--- config.mk ---
export PLATFORM = sky130hd
export DESIGN_NAME = ccff_chain_loader_flat
export DESIGN_NICKNAME = d
export VERILOG_FILES = /design/src/rtl/ccff_chain_loader_if.sv /design/src/rtl/ccff_chain_loader.sv /design/src/flat_wrapper.sv
export SDC_FILE = /design/constraint.sdc
export NUM_CORES = 1
export LEC_CHECK = 0
export BUFFER_PORTS_ARGS = -buffer_cell sky130_fd_sc_hd__buf_2
export CAP_MARGIN = 30
export CORE_MARGIN = 4
export CORE_UTILIZATION = 50
export DETAILED_ROUTE_END_ITERATION = 6
export PLACE_DENSITY = 0.72
export SYNTH_ARGS = -nofsm -noshare
export SYNTH_HDL_FRONTEND = slang
export SYNTH_SLANG_ARGS = --single-unit
export TNS_END_PERCENT = 5
--- constraint.sdc ---
create_clock -name prog_clk -period 2.09 [get_ports prog_clk]
set_input_delay 0.5225 -clock prog_clk [delete_from_list [all_inputs] [get_ports prog_clk]]
set_output_delay 0.5225 -clock prog_clk [all_outputs]
set_load 0.005 [all_outputs]
--- src/rtl/ccff_chain_loader_if.sv ---
// ccff_chain_loader_if: valid/ready bitstream word channel from the config controller.
interface ccff_chain_loader_if #(parameter int WORD_W = 8);
    logic [WORD_W-1:0] s_data;
    logic              s_valid;
    logic              s_ready;
    modport master (output s_data, s_valid, input s_ready);
    modport slave  (input s_data, s_valid, output s_ready);
endinterface

--- src/rtl/ccff_chain_loader.sv ---
// ccff_chain_loader: serialises config words LSB-first into a tile's ccff chain, with optional tail verify.
module ccff_chain_loader #(
    parameter int CHAIN_LEN = 36,
    parameter int WORD_W    = 8,
    parameter int ERR_W     = 8
) (
    input  logic              prog_clk,
    input  logic              prog_reset_n,
    input  logic              start,
    input  logic              verify,
    input  logic              abort,
    ccff_chain_loader_if.slave s,
    output logic              ccff_head,
    output logic              ccff_shift_en,
    input  logic              ccff_tail,
    output logic              busy,
    output logic              done,
    output logic              err,
    output logic [ERR_W-1:0]  err_cnt
);
    localparam int BW = $clog2(CHAIN_LEN + 1);
    localparam int CW = $clog2(WORD_W + 1);
    localparam logic [BW-1:0] LAST = BW'(CHAIN_LEN - 1);
    typedef enum logic [1:0] {IDLE, FETCH, SHIFT, DONE} state_t;
    state_t state_q, state_d;
    logic [WORD_W-1:0] sreg_q, sreg_d;
    logic [CW-1:0] wcnt_q, wcnt_d;
    logic [BW-1:0] bcnt_q, bcnt_d;
    logic [ERR_W-1:0] cnt_d;
    logic mode_q, mode_d, head_d, err_d, mis;
    always_ff @(posedge prog_clk or negedge prog_reset_n) begin
        if (!prog_reset_n) begin
            state_q       <= IDLE;
            sreg_q        <= '0;
            wcnt_q        <= '0;
            bcnt_q        <= '0;
            mode_q        <= 1'b0;
            ccff_head     <= 1'b0;
            ccff_shift_en <= 1'b0;
            err           <= 1'b0;
            err_cnt       <= '0;
        end else begin
            state_q       <= state_d;
            sreg_q        <= sreg_d;
            wcnt_q        <= wcnt_d;
            bcnt_q        <= bcnt_d;
            mode_q        <= mode_d;
            ccff_head     <= head_d;
            ccff_shift_en <= state_d == SHIFT;
            err           <= err_d;
            err_cnt       <= cnt_d;
        end
    end
    // head/shift_en are registered, so a SHIFT-state cycle is exactly the cycle the chain sees the bit
    assign mis = mode_q && state_q == SHIFT && ccff_tail != ccff_head;
    always_comb begin
        state_d = state_q;
        sreg_d  = sreg_q;
        wcnt_d  = wcnt_q;
        bcnt_d  = bcnt_q;
        mode_d  = mode_q;
        head_d  = ccff_head;
        err_d   = err;
        cnt_d   = (mis && err_cnt != '1) ? err_cnt + 1'b1 : err_cnt;
        case (state_q)
            IDLE: if (start && !abort) begin
                state_d = FETCH;
                mode_d  = verify;
                err_d   = 1'b0;
                cnt_d   = '0;
                bcnt_d  = '0;
            end
            FETCH: if (s.s_valid) begin
                state_d = SHIFT;
                head_d  = s.s_data[0];
                sreg_d  = s.s_data >> 1;
                wcnt_d  = CW'(WORD_W);
            end
            SHIFT: begin
                head_d = sreg_q[0];
                sreg_d = sreg_q >> 1;
                wcnt_d = wcnt_q - 1'b1;
                bcnt_d = bcnt_q + 1'b1;
                if (bcnt_q == LAST) begin
                    state_d = DONE;
                    err_d   = mode_q && cnt_d != '0;
                end else if (wcnt_q == CW'(1)) begin
                    state_d = FETCH;
                end
            end
            default: state_d = IDLE;
        endcase
        if (abort) state_d = IDLE;
    end
    assign s.s_ready = state_q == FETCH;
    assign busy      = state_q != IDLE;
    assign done      = state_q == DONE;
endmodule

--- src/flat_wrapper.sv ---
// flat-port wrapper written by rule: the top's interface ports become plain ports
module ccff_chain_loader_flat 
#(
    parameter int CHAIN_LEN = 36,
    parameter int WORD_W    = 8,
    parameter int ERR_W     = 8
)
  (prog_clk, prog_reset_n, start, verify, abort, ccff_head, ccff_shift_en, ccff_tail, busy, done, err, err_cnt, s_s_data, s_s_valid, s_s_ready);
  ccff_chain_loader_if #(.WORD_W(WORD_W)) s_i ();
  input  logic prog_clk;
  input  logic prog_reset_n;
  input  logic start;
  input  logic verify;
  input  logic abort;
  output logic ccff_head;
  output logic ccff_shift_en;
  input  logic ccff_tail;
  output logic busy;
  output logic done;
  output logic err;
  output logic [ERR_W-1:0] err_cnt;
  input wire logic [$bits(s_i.s_data)-1:0] s_s_data;
  input wire logic [$bits(s_i.s_valid)-1:0] s_s_valid;
  output wire logic [$bits(s_i.s_ready)-1:0] s_s_ready;
  assign s_i.s_data = s_s_data;
  assign s_i.s_valid = s_s_valid;
  assign s_s_ready = s_i.s_ready;
  ccff_chain_loader #(.CHAIN_LEN(CHAIN_LEN), .WORD_W(WORD_W), .ERR_W(ERR_W)) u_core (.prog_clk(prog_clk), .prog_reset_n(prog_reset_n), .start(start), .verify(verify), .abort(abort), .s(s_i), .ccff_head(ccff_head), .ccff_shift_en(ccff_shift_en), .ccff_tail(ccff_tail), .busy(busy), .done(done), .err(err), .err_cnt(err_cnt));
endmodule
# Word level (Yosys, flattened, before mapping)
# Cells that the tools add are included.
# totals
out_inout_bits,14
register_bits,32
# op_classes
add_sub_neg,3
n_eq_ne,11
n_mux,20
n_reduce_logical,15
# ops
cell,n
8-bit two-way mux,4
8-bit one-hot mux with 2 select lines,1
6-bit one-hot mux with 2 select lines,1
2-bit two-way mux,5
8-bit by 1-bit adder with 8-bit output (second input constant),1
8-bit inequality test (second input constant),1
4-bit one-hot mux with 2 select lines,1
8-bit nonzero test,1
6-bit by 1-bit adder with 6-bit output (second input constant),1
2-bit equality test (second input constant),3
6-bit equality test (second input constant),1
6-bit two-way mux,1
2-bit one-hot mux with 3 select lines,1
2-bit AND reduction,3
2-bit nonzero test,3
1-bit logical AND,5
4-bit by 1-bit equality test with 1-bit output (second input constant),1
4-bit two-way mux,1
2-bit inequality test (second input constant),2
1-bit one-hot mux with 2 select lines,2
4-bit by 1-bit subtractor with 4-bit output (second input constant),1
1-bit two-way mux,3
3-bit AND reduction,1
2-bit by 1-bit equality test with 1-bit output (second input constant),1
other kinds (4),4

# Longest topological paths before layout
# depth
word_depth,9
ltp_mapped,7
ltp_nobuf,6

# Worst setup path after synthesis
# OpenSTA, ideal clock, no wires.
# synth_timing
path_type,flip-flop to output port
start,register u_core.state_q[0]
end,output done
stages_incl_launch_ff,5
arrival_time_ps,1187
path_slack_ps,381
t_required_ps,1567
cell_sequence,dfrtp_1 buf_2 buf_1 buf_1 and2_1
# synth_between
elab_chain_cells,1
# synth_lines
item,line_no,text
from (decl),ccff_chain_loader.sv:25,"state_t state_q, state_d;"
from (signal assigned),ccff_chain_loader.sv:43,state_q <= state_d;
2-bit equality test,ccff_chain_loader.sv:97,assign done = state_q == DONE;
to (decl),flat_wrapper.sv:19,output logic done;
# No other way between the ends.

# Final worst setup path
# layout_timing
start,register u_core.err_cnt[1]
end,register u_core.err
# layout_between
elab_chain_cells,7
# layout_lines
item,line_no,text
from (decl),ccff_chain_loader.sv:19,output logic [ERR_W-1:0] err_cnt
from (signal assigned),ccff_chain_loader.sv:51,err_cnt <= cnt_d;
"parallel branches: the longest is 2 deep, another holds 8-bit by 1-bit adder with 8-bit output",-,
8-bit two-way mux *,ccff_chain_loader.sv:64,cnt_d = (mis && err_cnt != '1) ? err_cnt + 1'b1 : err_cnt;
8-bit nonzero test *,ccff_chain_loader.sv:86,err_d = mode_q && cnt_d != '0;
1-bit logical AND *,ccff_chain_loader.sv:86,
1-bit two-way mux *,ccff_chain_loader.sv:84,if (bcnt_q == LAST) begin
1-bit one-hot mux with 2 select lines *,ccff_chain_loader.sv:65,case (state_q)
to (signal assigned),ccff_chain_loader.sv:50,err <= err_d;
to (decl),ccff_chain_loader.sv:18,"output logic err,"
# Every way passes the cells marked *. The select of a mux whose other input is x is not followed.
# A chain may end at the register's enable or synchronous reset.

==> results.ini <==
[outcome]
outcome=complete, no violations

[pwr]
leakagePower_uw=0.000957
power_density_nw_per_um2=766
irDropWorstVdd_uv=555

[layout]
multi_input_area_sq_um=971
regArea_sq_um=776
antenna_cells=0
drive_above_1_share=0.230
final_nets=245
stdcell_count=272
nFillCells=325
syn2layout_area_growth_pct=13.8

[critical_path]
worst-path-buf-inv=0
reg2reg_depth=6
cp_cell_sequence=ha_1 > and4b_1 > o211ai_1 > mux2i_1 > and4b_1 > a31oi_1
worstSetupEndpointType=flip-flop
arrival_ns=2.12
crit_path_top_delay_cell=dfrtp_1
rr_startpoint=u_core.err_cnt[1]
crit_family=flip-flops
reg2reg_to=u_core.err
crit_path_start_kind=flip-flop
path_class=flip-flop to flip-flop
cp_common_cell=and4b_1
worstPathMaxFanout=7
cpPeakStageDelay_ns=0.46
r2r_slack_ns=0.16
required_ns=2.28

[timing]
finalHoldViolCount=0
fin_setup_tns_ns=0
clock_skew_ns=0.00819
slew_headroom=0.547
holdWs_ns=0.225
fin_crit_ns=1.93
slew_violations=0
worstMarginPinSlew_ns=0.680
worst_slack_ns=0.160
finalSetupViolCount=0
max_freq_mhz=518
finalCritPeriodShare=0.923
rsz0062_at_grt=no

[clock_network]
clock_sinks=31
cts_max_level=2
cts_tree=yes
cts_hold_buf=0
cts_resized=0
cts-root-buf=clkbuf_4
clkLatencyLatePin_ns=0.33
postCtsSetupRepairBufs=0
cts_buffers=5
cts_buffer_depth=2
clkTransAtPathRegs_ns=0.09

[synth]
yosys_warnings=0
ys_seq_area_frac=0.427
synth_cells=196
synthesis.area_sq_um=1820
avgSynthCellArea_sq_um=9.28
synth-edff-count=0
synth_async_sr_flop_share=1.00
ys_ff_latch=31
ys.flop_type=dfrtp_1
ys_types=44
syn_nets=215

[place]
place_inst=265
port_buffers=28
hpwl_mm=3.00
place_congestion=0.896
place_ws_ns=0.177

[detailed_routing]
via_per_inst=5.80
drc=0
routed_wirelength_mm=4.00
first_pass_iters=5
drtIter0Drc=86
route.detailed.wl_per_inst_um=14.7
ant_nets=0
via_count=1578

[global_route]
grt_max_degree=32
grt.total_usage=0.197
grt-ovfl-total=0
antenna_found_initial=0
grt_pass1_wl_mm=6.73
grt_pass1_vias=1476

[floorplanning]
io_pins=29
die_area_sq_um=4660
die_y_um=68.3
initial_core_util=0.532
core_area_sq_um=3420
dieWidth_um=68.3
core.rowCount=21

[flow_run]
maxCapViolations=0

[min_path]
hold_class=primary input to async pin

-- state kept, by name, indices dropped and copies added (netlist names) --
name                  cells
u_core.err                1
u_core.bcnt_q             6
u_core.wcnt_q             4
u_core.state_q            2
u_core.mode_q             1
u_core.ccff_head          1
u_core.err_cnt            8
u_core.sreg_q             7
u_core.ccff_shift_en      1
-- placed cells by master (no fill, tap or decap), types with 5 or more instances in the layout --
master,netlist,routed
nand2_1,23,23
buf_2,6,28
nand3_1,8,8
a31oi_1,9,9
o21ai_0,5,5
nor2_1,17,17
nor2b_1,14,14
clkbuf_4,0,5
buf_4,1,7
dfrtp_1,31,31
mux2i_1,5,5
a21oi_1,7,7
a211oi_1,11,11
-- how the worst max path moves through the flow --
stage,cells after the start,endpoint,from
4_1_cts,3,done,u_core.state_q[1]
3_5_place_dp,6,u_core.err,ccff_tail
5_1_grt,3,done,u_core.state_q[1]
3_3_place_gp,6,u_core.err,u_core.err_cnt[1]
6_report,6,u_core.err,u_core.err_cnt[1]
2_1_floorplan,4,done,u_core.state_q[0]
-- logic make-up (layout without fill, tap and decap cells) --
logic type | Yosys count | after routing | synth area share
AND/OR/NAND/NOR | 88 | 88 | 0.272
AO/OA/AOI/OAI | 43 | 43 | 0.160
flip-flops | 31 | 31 | 0.427
buffers and inverters | 16 | 46 | 0.0392
multiplexers | 8 | 8 | 0.0461
XOR/XNOR | 6 | 6 | 0.0289
adder cells (fa/ha/maj) | 4 | 4 | 0.0275
-- final cells by class --
cell class,instances,area share
multi-input cells,149,0.469
flip-flops and latches,31,0.375
repair buffers,35,0.0932
well taps,46,0.0278
clock buffers,6,0.0248
inverters,4,0.00726
clock inverters,1,0.00242
-- per-layer routing --
| metal | GRT usage | routed length, um | vias up |
|---|---|---|---|
| met2 | 0.329 | 1970 | 42 |
| li1 | - | - | 771 |
| met5 | 0 | 0 | - |
| met1 | 0.232 | 1710 | 757 |
| met4 | 0.0893 | 88 | 0 |
| met3 | 0.0591 | 226 | 8 |
-- synthesized netlist by cell type (2+ instances only) --
cell / n / area share
dfrtp_1: 31 / 0.43
nand2_1: 23 / 0.047
nor2_1: 17 / 0.035
nor2b_1: 14 / 0.048
a211oi_1: 11 / 0.045
a31oi_1: 9 / 0.031
nand3_1: 8 / 0.022
a21oi_1: 7 / 0.019
buf_2: 6 / 0.017
mux2i_1: 5 / 0.028
o21ai_0: 5 / 0.014
ha_1: 4 / 0.028
inv_1: 4 / 0.0083
xnor2_1: 4 / 0.019
a22o_1: 3 / 0.014
buf_1: 3 / 0.0062
mux2_2: 3 / 0.019
nand4_1: 3 / 0.010
o211ai_1: 3 / 0.012
and4b_1: 2 / 0.011
clkbuf_1: 2 / 0.0041
nand2b_1: 2 / 0.0069
nand3b_1: 2 / 0.0083
nor3_1: 2 / 0.0055
nor4_2: 2 / 0.014
or3_1: 2 / 0.0069
xor2_1: 2 / 0.0096
-- power breakdown --
| group | internal (uW) | switching [uW] | total (uW) |
|---|---|---|---|
| clock | 155 | 190 | 345 |
| sequential | 710 | 115 | 826 |
| combinational | 199 | 215 | 414 |
| total | 1060 | 521 | 1590 |
-- through the flow --
| step | total power, uW | area, sq um | util |
|---|---|---|---|
| global placement | 1210 | 2010 | 0.589 |
| CTS | 1600 | 2070 | 0.605 |
| detailed placement | 1250 | 2010 | 0.589 |
| floorplan | 1110 | 1820 | - |
| global route | 1710 | 2070 | 0.605 |
| finish | 1590 | 2070 | 0.605 |
-- worst register-to-register path, stage by stage (launching register included) --
cell      delay [ns]
dfrtp_1         0.46
ha_1            0.28
and4b_1         0.24
o211ai_1        0.22
mux2i_1         0.29
and4b_1         0.22
a31oi_1         0.10
Note: power is estimated with default switching activity, not from simulation.
